$ cat config.mk
export PLATFORM = sky130hd
export DESIGN_NAME = cp0_exc
export DESIGN_NICKNAME = d
export VERILOG_FILES = /design/src/rtl/cp0_exc_pkg.sv /design/src/rtl/cp0_int_arb.sv /design/src/rtl/cp0_exc.sv
export SDC_FILE = /design/constraint.sdc
export NUM_CORES = 1
export LEC_CHECK = 0
export CORE_UTILIZATION = 40
export CTS_BUF_LIST = sky130_fd_sc_hd__clkbuf_16
export CTS_CLUSTER_DIAMETER = 30
export DETAILED_ROUTE_END_ITERATION = 8
export DONT_BUFFER_PORTS = 1
export GPL_ROUTABILITY_DRIVEN = 1
export GPL_TIMING_DRIVEN = 0
export PLACE_DENSITY = 0.55
export SLEW_MARGIN = 20
export SYNTH_ARGS = -nofsm -noshare
export SYNTH_HDL_FRONTEND = slang
export SYNTH_HIERARCHICAL = 1
export SYNTH_SLANG_ARGS = --single-unit
$ cat constraint.sdc
create_clock -name clk -period 2.95 [get_ports clk]
set_input_delay 0.59 -clock clk [delete_from_list [all_inputs] [get_ports clk]]
set_output_delay 0.59 -clock clk [all_outputs]
set_load 0.01 [all_outputs]
$ cat src/rtl/cp0_exc_pkg.sv
// Shared CP0 definitions: exception codes, register numbers, SR/Cause field
// positions and helpers that assemble the architectural register words.
package cp0_exc_pkg;

  // Exception codes carried down the pipeline and recorded in Cause.ExcCode
  localparam logic [4:0] EXC_CODE_INT     = 5'd0;
  localparam logic [4:0] EXC_CODE_ADEL    = 5'd4;
  localparam logic [4:0] EXC_CODE_ADES    = 5'd5;
  localparam logic [4:0] EXC_CODE_RI      = 5'd10;
  localparam logic [4:0] EXC_CODE_OV      = 5'd12;
  localparam logic [4:0] EXC_CODE_DEFAULT = 5'd31;

  // CP0 register numbers
  localparam logic [4:0] REG_SR    = 5'd12;
  localparam logic [4:0] REG_CAUSE = 5'd13;
  localparam logic [4:0] REG_EPC   = 5'd14;
  localparam logic [4:0] REG_PRID  = 5'd15;

  // SR field positions
  localparam int SR_IM_HI = 15;
  localparam int SR_IM_LO = 10;
  localparam int SR_EXL   = 1;
  localparam int SR_IE    = 0;

  // Cause field positions
  localparam int CAUSE_BD     = 31;
  localparam int CAUSE_IP_HI  = 15;
  localparam int CAUSE_IP_LO  = 10;
  localparam int CAUSE_EXC_HI = 6;
  localparam int CAUSE_EXC_LO = 2;

  // Assemble SR from its implemented fields; unimplemented bits read 0
  function automatic logic [31:0] pack_sr(input logic [5:0] im, input logic exl,
                                          input logic ie);
    logic [31:0] w;
    w                    = '0;
    w[SR_IM_HI:SR_IM_LO] = im;
    w[SR_EXL]            = exl;
    w[SR_IE]             = ie;
    return w;
  endfunction

  // Assemble Cause from its implemented fields; unimplemented bits read 0
  function automatic logic [31:0] pack_cause(input logic bd, input logic [5:0] ip,
                                             input logic [4:0] exc_code);
    logic [31:0] w;
    w                              = '0;
    w[CAUSE_BD]                    = bd;
    w[CAUSE_IP_HI:CAUSE_IP_LO]     = ip;
    w[CAUSE_EXC_HI:CAUSE_EXC_LO]   = exc_code;
    return w;
  endfunction

endpackage

$ cat src/rtl/cp0_int_arb.sv
// Interrupt/exception arbiter: decides whether the M-stage instruction is
// taken away to the handler this cycle and which ExcCode gets recorded.
module cp0_int_arb
  import cp0_exc_pkg::*;
(
  input  logic [5:0] ip,
  input  logic [5:0] im,
  input  logic       ie,
  input  logic       exl,
  input  logic [4:0] exc_code_m,
  output logic       int_req,
  output logic [4:0] next_exc_code
);

  logic irq;
  logic exc;

  // Everything is masked while the handler runs (EXL=1)
  assign irq = (|(ip & im)) & ie & ~exl;
  assign exc = (exc_code_m != EXC_CODE_DEFAULT) & ~exl;

  assign int_req = irq | exc;

  // A pending interrupt outranks the synchronous exception; the faulting
  // instruction simply re-executes after eret.
  assign next_exc_code = irq ? EXC_CODE_INT : exc_code_m;

endmodule

$ cat src/rtl/cp0_exc.sv
// Coprocessor-0 exception responder in the M stage: holds SR, Cause, EPC and
// PRId, raises the handler request, records the victim PC and serves
// mfc0/mtc0/eret.
module cp0_exc
  import cp0_exc_pkg::*;
#(
  parameter logic [31:0] PRID    = 32'h4C57_0001,
  parameter logic [31:0] HANDLER = 32'h0000_4180
) (
  input  logic        clk,
  input  logic        reset,
  input  logic [4:0]  A1,
  input  logic [4:0]  A2,
  input  logic [31:0] DIn,
  input  logic        WE,
  input  logic [31:0] PCM,
  input  logic        BDM,
  input  logic [6:2]  ExcCodeM,
  input  logic        EXLClr,
  input  logic [7:2]  HWInt,
  output logic        IntReq,
  output logic [31:0] HandlerPC,
  output logic [31:0] EPC,
  output logic [31:0] DOut
);

  logic [5:0]  sr_im;
  logic        sr_exl;
  logic        sr_ie;
  logic        cause_bd;
  logic [5:0]  cause_ip;
  logic [4:0]  cause_exc;
  logic [31:0] epc_q;
  logic [4:0]  next_exc_code;
  logic [31:0] pc_word;
  logic [31:0] victim_pc;

  cp0_int_arb u_arb (
    .ip            (cause_ip),
    .im            (sr_im),
    .ie            (sr_ie),
    .exl           (sr_exl),
    .exc_code_m    (ExcCodeM),
    .int_req       (IntReq),
    .next_exc_code (next_exc_code)
  );

  // A delay-slot victim resumes at its branch, one word earlier
  assign pc_word   = {PCM[31:2], 2'b00};
  assign victim_pc = BDM ? (pc_word - 32'd4) : pc_word;

  // Instructions are word aligned, so the PC byte offset carries no information
  logic unused_pcm_bits;
  assign unused_pcm_bits = ^PCM[1:0];

  assign HandlerPC = HANDLER;
  assign EPC       = epc_q;

  // CP0 state: exception entry has priority over eret and mtc0
  // NOTE: state registers use non-blocking assignments so every read in this
  // block sees the pre-edge value, matching real flip-flop behaviour.
  always_ff @(posedge clk or posedge reset) begin
    if (reset) begin
      sr_im     <= 6'h3F;
      sr_exl    <= 1'b0;
      sr_ie     <= 1'b1;
      cause_bd  <= 1'b0;
      cause_ip  <= '0;
      cause_exc <= EXC_CODE_INT;
      epc_q     <= '0;
    end else begin
      cause_ip <= HWInt;
      if (IntReq) begin
        sr_exl    <= 1'b1;
        cause_bd  <= BDM;
        cause_exc <= next_exc_code;
        epc_q     <= victim_pc;
      end else begin
        if (WE && (A2 == REG_SR)) begin
          sr_im  <= DIn[SR_IM_HI:SR_IM_LO];
          sr_ie  <= DIn[SR_IE];
          sr_exl <= DIn[SR_EXL] & ~EXLClr;
        end else if (EXLClr) begin
          sr_exl <= 1'b0;
        end
        if (WE && (A2 == REG_EPC)) begin
          epc_q <= {DIn[31:2], 2'b00};
        end
      end
    end
  end

  // mfc0 read port: pre-edge register contents, no write bypass
  // NOTE: DOut gets a default before the case so no path leaves it unassigned,
  // which would otherwise infer a latch.
  always_comb begin
    DOut = '0;
    case (A1)
      REG_SR:    DOut = pack_sr(sr_im, sr_exl, sr_ie);
      REG_CAUSE: DOut = pack_cause(cause_bd, cause_ip, cause_exc);
      REG_EPC:   DOut = epc_q;
      REG_PRID:  DOut = PRID;
      default:   DOut = '0;
    endcase
  end

endmodule

==> summary by stage <==
Routing
The via density per instance is 5.33. In the routed design, unresolved DRC markers number 0. The met3 layer wire length in the routed design is 878 um. The sum of met2 wire segment lengths after detailed routing is 4.93 mm.

The average detailed-routed wire length per instance is 18.9 um. Signal routing reaches up to met4. The first detailed-routing pass ran for 5 iterations. The detail route stage leaves a number of antenna-violating nets equal to 0. The detailed router finished its first iteration with 152 violations. The detailed router put a total of 4.22 mm of wire on met1.

The routed design has 10.1 mm of wire. The count of vias placed by the detailed router is 2843.

Global routing
The number of antenna violations at the first check in global routing is 0. Entering global routing, the biggest net connects 51 pins. The via count of the first global-routing pass is 2776. The wire length of the first global-routing pass is 15.1 mm.

For this run the aggregate overflow at the end of global routing stands at 0. In the global route stage, overall resource usage came out at 0.223.

Layout
The net count of the finished layout is 518. The sequential cells in the finished layout cover a total of 0.00126 mm^2. The area of the multi-input gates is 0.00201 mm^2. The share of cells above drive strength 1 is 0.196. The number of fill cells in the layout is 823. The number of antenna diodes is 0.

The area growth from synthesis to final layout is 12.3%.

Synth
Counting flops with a built-in enable in the synthesized netlist gives 0. The share of the Yosys chip area taken by registers is 0.359. Among all flip-flop cells after synthesis, the most frequent one is sky130_fd_sc_hd__dfrtp_1. The Yosys warning count is 6. The post-synthesis cell type with the largest combined area is sky130_fd_sc_hd__dfrtp_1. The share of Yosys cell area claimed by the top area cell type is 0.306.

The async set-or-reset flop fraction in the synthesized netlist is 1.00. The commonest cells after synthesis are sky130_fd_sc_hd__dfrtp_1, sky130_fd_sc_hd__nor2_1, sky130_fd_sc_hd__buf_4. The unique cell type count in the Yosys netlist is 46.

Yosys attributes the largest share of cell area to sky130_fd_sc_hd__dfrtp_1, sky130_fd_sc_hd__buf_4, sky130_fd_sc_hd__nor2b_1. The number of synthesized register bits is 50. The synthesized cell area is 0.00351 mm^2. After technology mapping, the gate count stands at 388. In this run the mean area of a mapped cell was 9.05 um^2.

STA
The summed negative setup slack over all endpoints is 0 ns. The final-report max-slew violation count is 0. Clock skew on the completed layout was measured at 0.00488 ns. The time the worst path needs with I/O delays and setup is 2.63 ns.

The maximum clock frequency is 0.380 GHz. Setup repair after global routing left no endpoint under its margin. The number of endpoints failing setup at the final stage is 0. The max-slew headroom at the worst pin is 0.388. The post-route fraction of the period consumed by the critical path is 0.891.

The hold violation count in the final report is 0. The transition at the pin with the smallest max-transition slack is 0.915 ns.

Setup path
The arrival time at the worst endpoint is 2.04 ns. The worst setup path is launched from an input pin. The element type at the critical path end is an output pin. The required time reported for the critical path endpoint is 2.36 ns. The largest stage delay on the critical path is 0.47 ns.

In this run the worst path has a maximum fanout of 10. The family of cells with the greatest summed delay on the critical path is buffers and inverters. The critical path's most frequent cell is sky130_fd_sc_hd__clkbuf_1. The slowest stage of the critical path belongs to the cell sky130_fd_sc_hd__clkbuf_1. The number of buffers and inverters on the critical path is 2. The kind of critical path is in2out. Walking the worst path, the cells encountered are clkbuf_1, nor2b_1, clkbuf_1, a22oi_1, nor2_1.

Clock tree
The number of buffers on the longest clock path is 2. The clock transition at the registers of the reported paths is 0.08 ns. The clock tree synthesis step divided the H-tree into 2 levels.

For the worst-skew pair, the clock arrives at the later sink with an insertion delay of 0.29 ns. For this design, the sink count on the clock tree is 50. The tree is rooted in a sky130_fd_sc_hd__clkbuf_16. The hold buffer count at CTS is 0. The clock tree from TritonCTS is built. The number of buffers added by the clock tree synthesis step is 5.

Power and ir drop
Across the VDD grid, the largest voltage drop is 0.000319 V. The analysis attributes to cell leakage a power of 0.00157 uW. Power spread over the standard cell area amounts to 753 mW/mm^2. The design draws 2970 uW.

Floorplanning
The number of core rows is 33. The chip height is 95.7 um. The effective utilization at floorplan is 0.421. The core region is 0.00834 mm^2.

The I/O pin total is 187. The die is 95.7 um wide. The die outline area is 0.00916 mm^2.

Place
The global placer's final weighted congestion is 0.768. Detailed placement ended at an HPWL of 7.63 mm. The count of buffers from port buffering is 0.

Status
The run finished with clean final reports.

Job
The max-capacitance violation count is 0.

Hold path
The path category of the worst min-delay check is in2async.
-- layout by cell type (no fill, tap or decap), types with 3 or more instances in the layout --
cell type and count:
sky130_fd_sc_hd__nand3b_1 3, sky130_fd_sc_hd__dfrtp_1 43, sky130_fd_sc_hd__clkbuf_16 5, sky130_fd_sc_hd__nand4b_1 5
sky130_fd_sc_hd__o21ai_0 7, sky130_fd_sc_hd__a22oi_2 3, sky130_fd_sc_hd__conb_1 34, sky130_fd_sc_hd__nor2_1 43
sky130_fd_sc_hd__and3_1 3, sky130_fd_sc_hd__buf_2 4, sky130_fd_sc_hd__nand2_1 14, sky130_fd_sc_hd__inv_1 4
sky130_fd_sc_hd__a21oi_1 30, sky130_fd_sc_hd__nand4_1 3, sky130_fd_sc_hd__or4_1 4, sky130_fd_sc_hd__mux2_2 13
sky130_fd_sc_hd__nor3_2 3, sky130_fd_sc_hd__xor2_1 12, sky130_fd_sc_hd__and2_1 10, sky130_fd_sc_hd__dfstp_2 7
sky130_fd_sc_hd__buf_4 34, sky130_fd_sc_hd__a211oi_1 24, sky130_fd_sc_hd__nor4_1 3, sky130_fd_sc_hd__nor2b_1 31
sky130_fd_sc_hd__clkbuf_1 14, sky130_fd_sc_hd__xnor2_1 16, sky130_fd_sc_hd__mux2i_1 13, sky130_fd_sc_hd__nor3_1 7
sky130_fd_sc_hd__a22oi_1 6
-- worst register-to-register path, stage by stage (launching register included) --
cell and delay, ns:
sky130_fd_sc_hd__dfstp_2 0.56, sky130_fd_sc_hd__a22oi_2 0.10, sky130_fd_sc_hd__a311oi_4 0.42, sky130_fd_sc_hd__or2_1 0.25, sky130_fd_sc_hd__clkbuf_1 0.24, sky130_fd_sc_hd__clkbuf_2 0.32, sky130_fd_sc_hd__clkbuf_1 0.47, sky130_fd_sc_hd__a21oi_1 0.14
-- final timing paths --
kind	from	end	slack (ns)	cells past startpoint
max	A1[0]	DOut[4]	0.32	5
min	reset	EPC[25]$_DFFE_PP0P_	0.26	1
max reg2reg	sr_im[3]$_DFFE_PP1P_	EPC[11]$_DFFE_PP0P_	0.33	7
min reg2reg	cause_exc[0]$_DFFE_PP0P_	cause_exc[0]$_DFFE_PP0P_	0.52	1
max in group asynchronous	reset	EPC[14]$_DFFE_PP0P_	2.24	1
min in group clk	HWInt[5]	cause_ip[3]$_DFF_PP0_	0.32	0
-- power by group --
part           internal, uW  switching (uW)  total (uW)
sequential              988             356        1340
clock                   407             285         692
combinational           424             512         935
-- what timing repair did --
| action | CTS | global route |
|---|---|---|
| buffers inserted | 0 | 0 |
| gates resized for setup | 0 | 4 |
| hold endpoints to repair | 0 | 0 |
| endpoints found under the setup margin | 0 | 38 |
-- cell type report --
cell class,count,area share
buffer,55,0.0866
clock buffer,5,0.0317
clock inverter,3,0.0124
inverter,6,0.00635
multi-input combinational,309,0.510
sequential,50,0.319
tap,105,0.0333
-- sequential cells by signal, indices dropped and copies added, names as in the netlist --
register,flops
EPC,30
cause_bd,1
cause_exc,5
cause_ip,6
sr_exl,1
sr_ie,1
sr_im,6
-- logic make-up after synthesis --
kind of cell / synth area share
xor gates and xnor gates: 0.0698
AOI/OAI and AO/OA: 0.141
and+or+nand+nor: 0.243
muxes: 0.0788
DFF: 0.359
buffers and inverters: 0.103
other: 0.00214
adders and majority gates: 0.00356
-- per-layer routing --
layer  global-route usage  vias to the layer above
li1                     -                     1367
met1                0.282                     1346
met2                0.378                      126
met3               0.0678                        4
met4               0.0410                        0
met5                    0                        -
-- per-stage QoR --
step	hold WS (ns)	instances	utilization	setup WS, ns	area (um^2)
CTS	0.297	533	0.472	0.0911	3940
finish	0.259	533	0.473	0.321	3940
floorplan	0.481	420	-	0.733	3630
global placement	0.489	525	0.451	0.127	3760
detailed placement	0.499	525	0.451	0.0855	3760
global route	0.310	533	0.473	0.138	3940
Note: power is estimated with default switching activity, not from simulation.
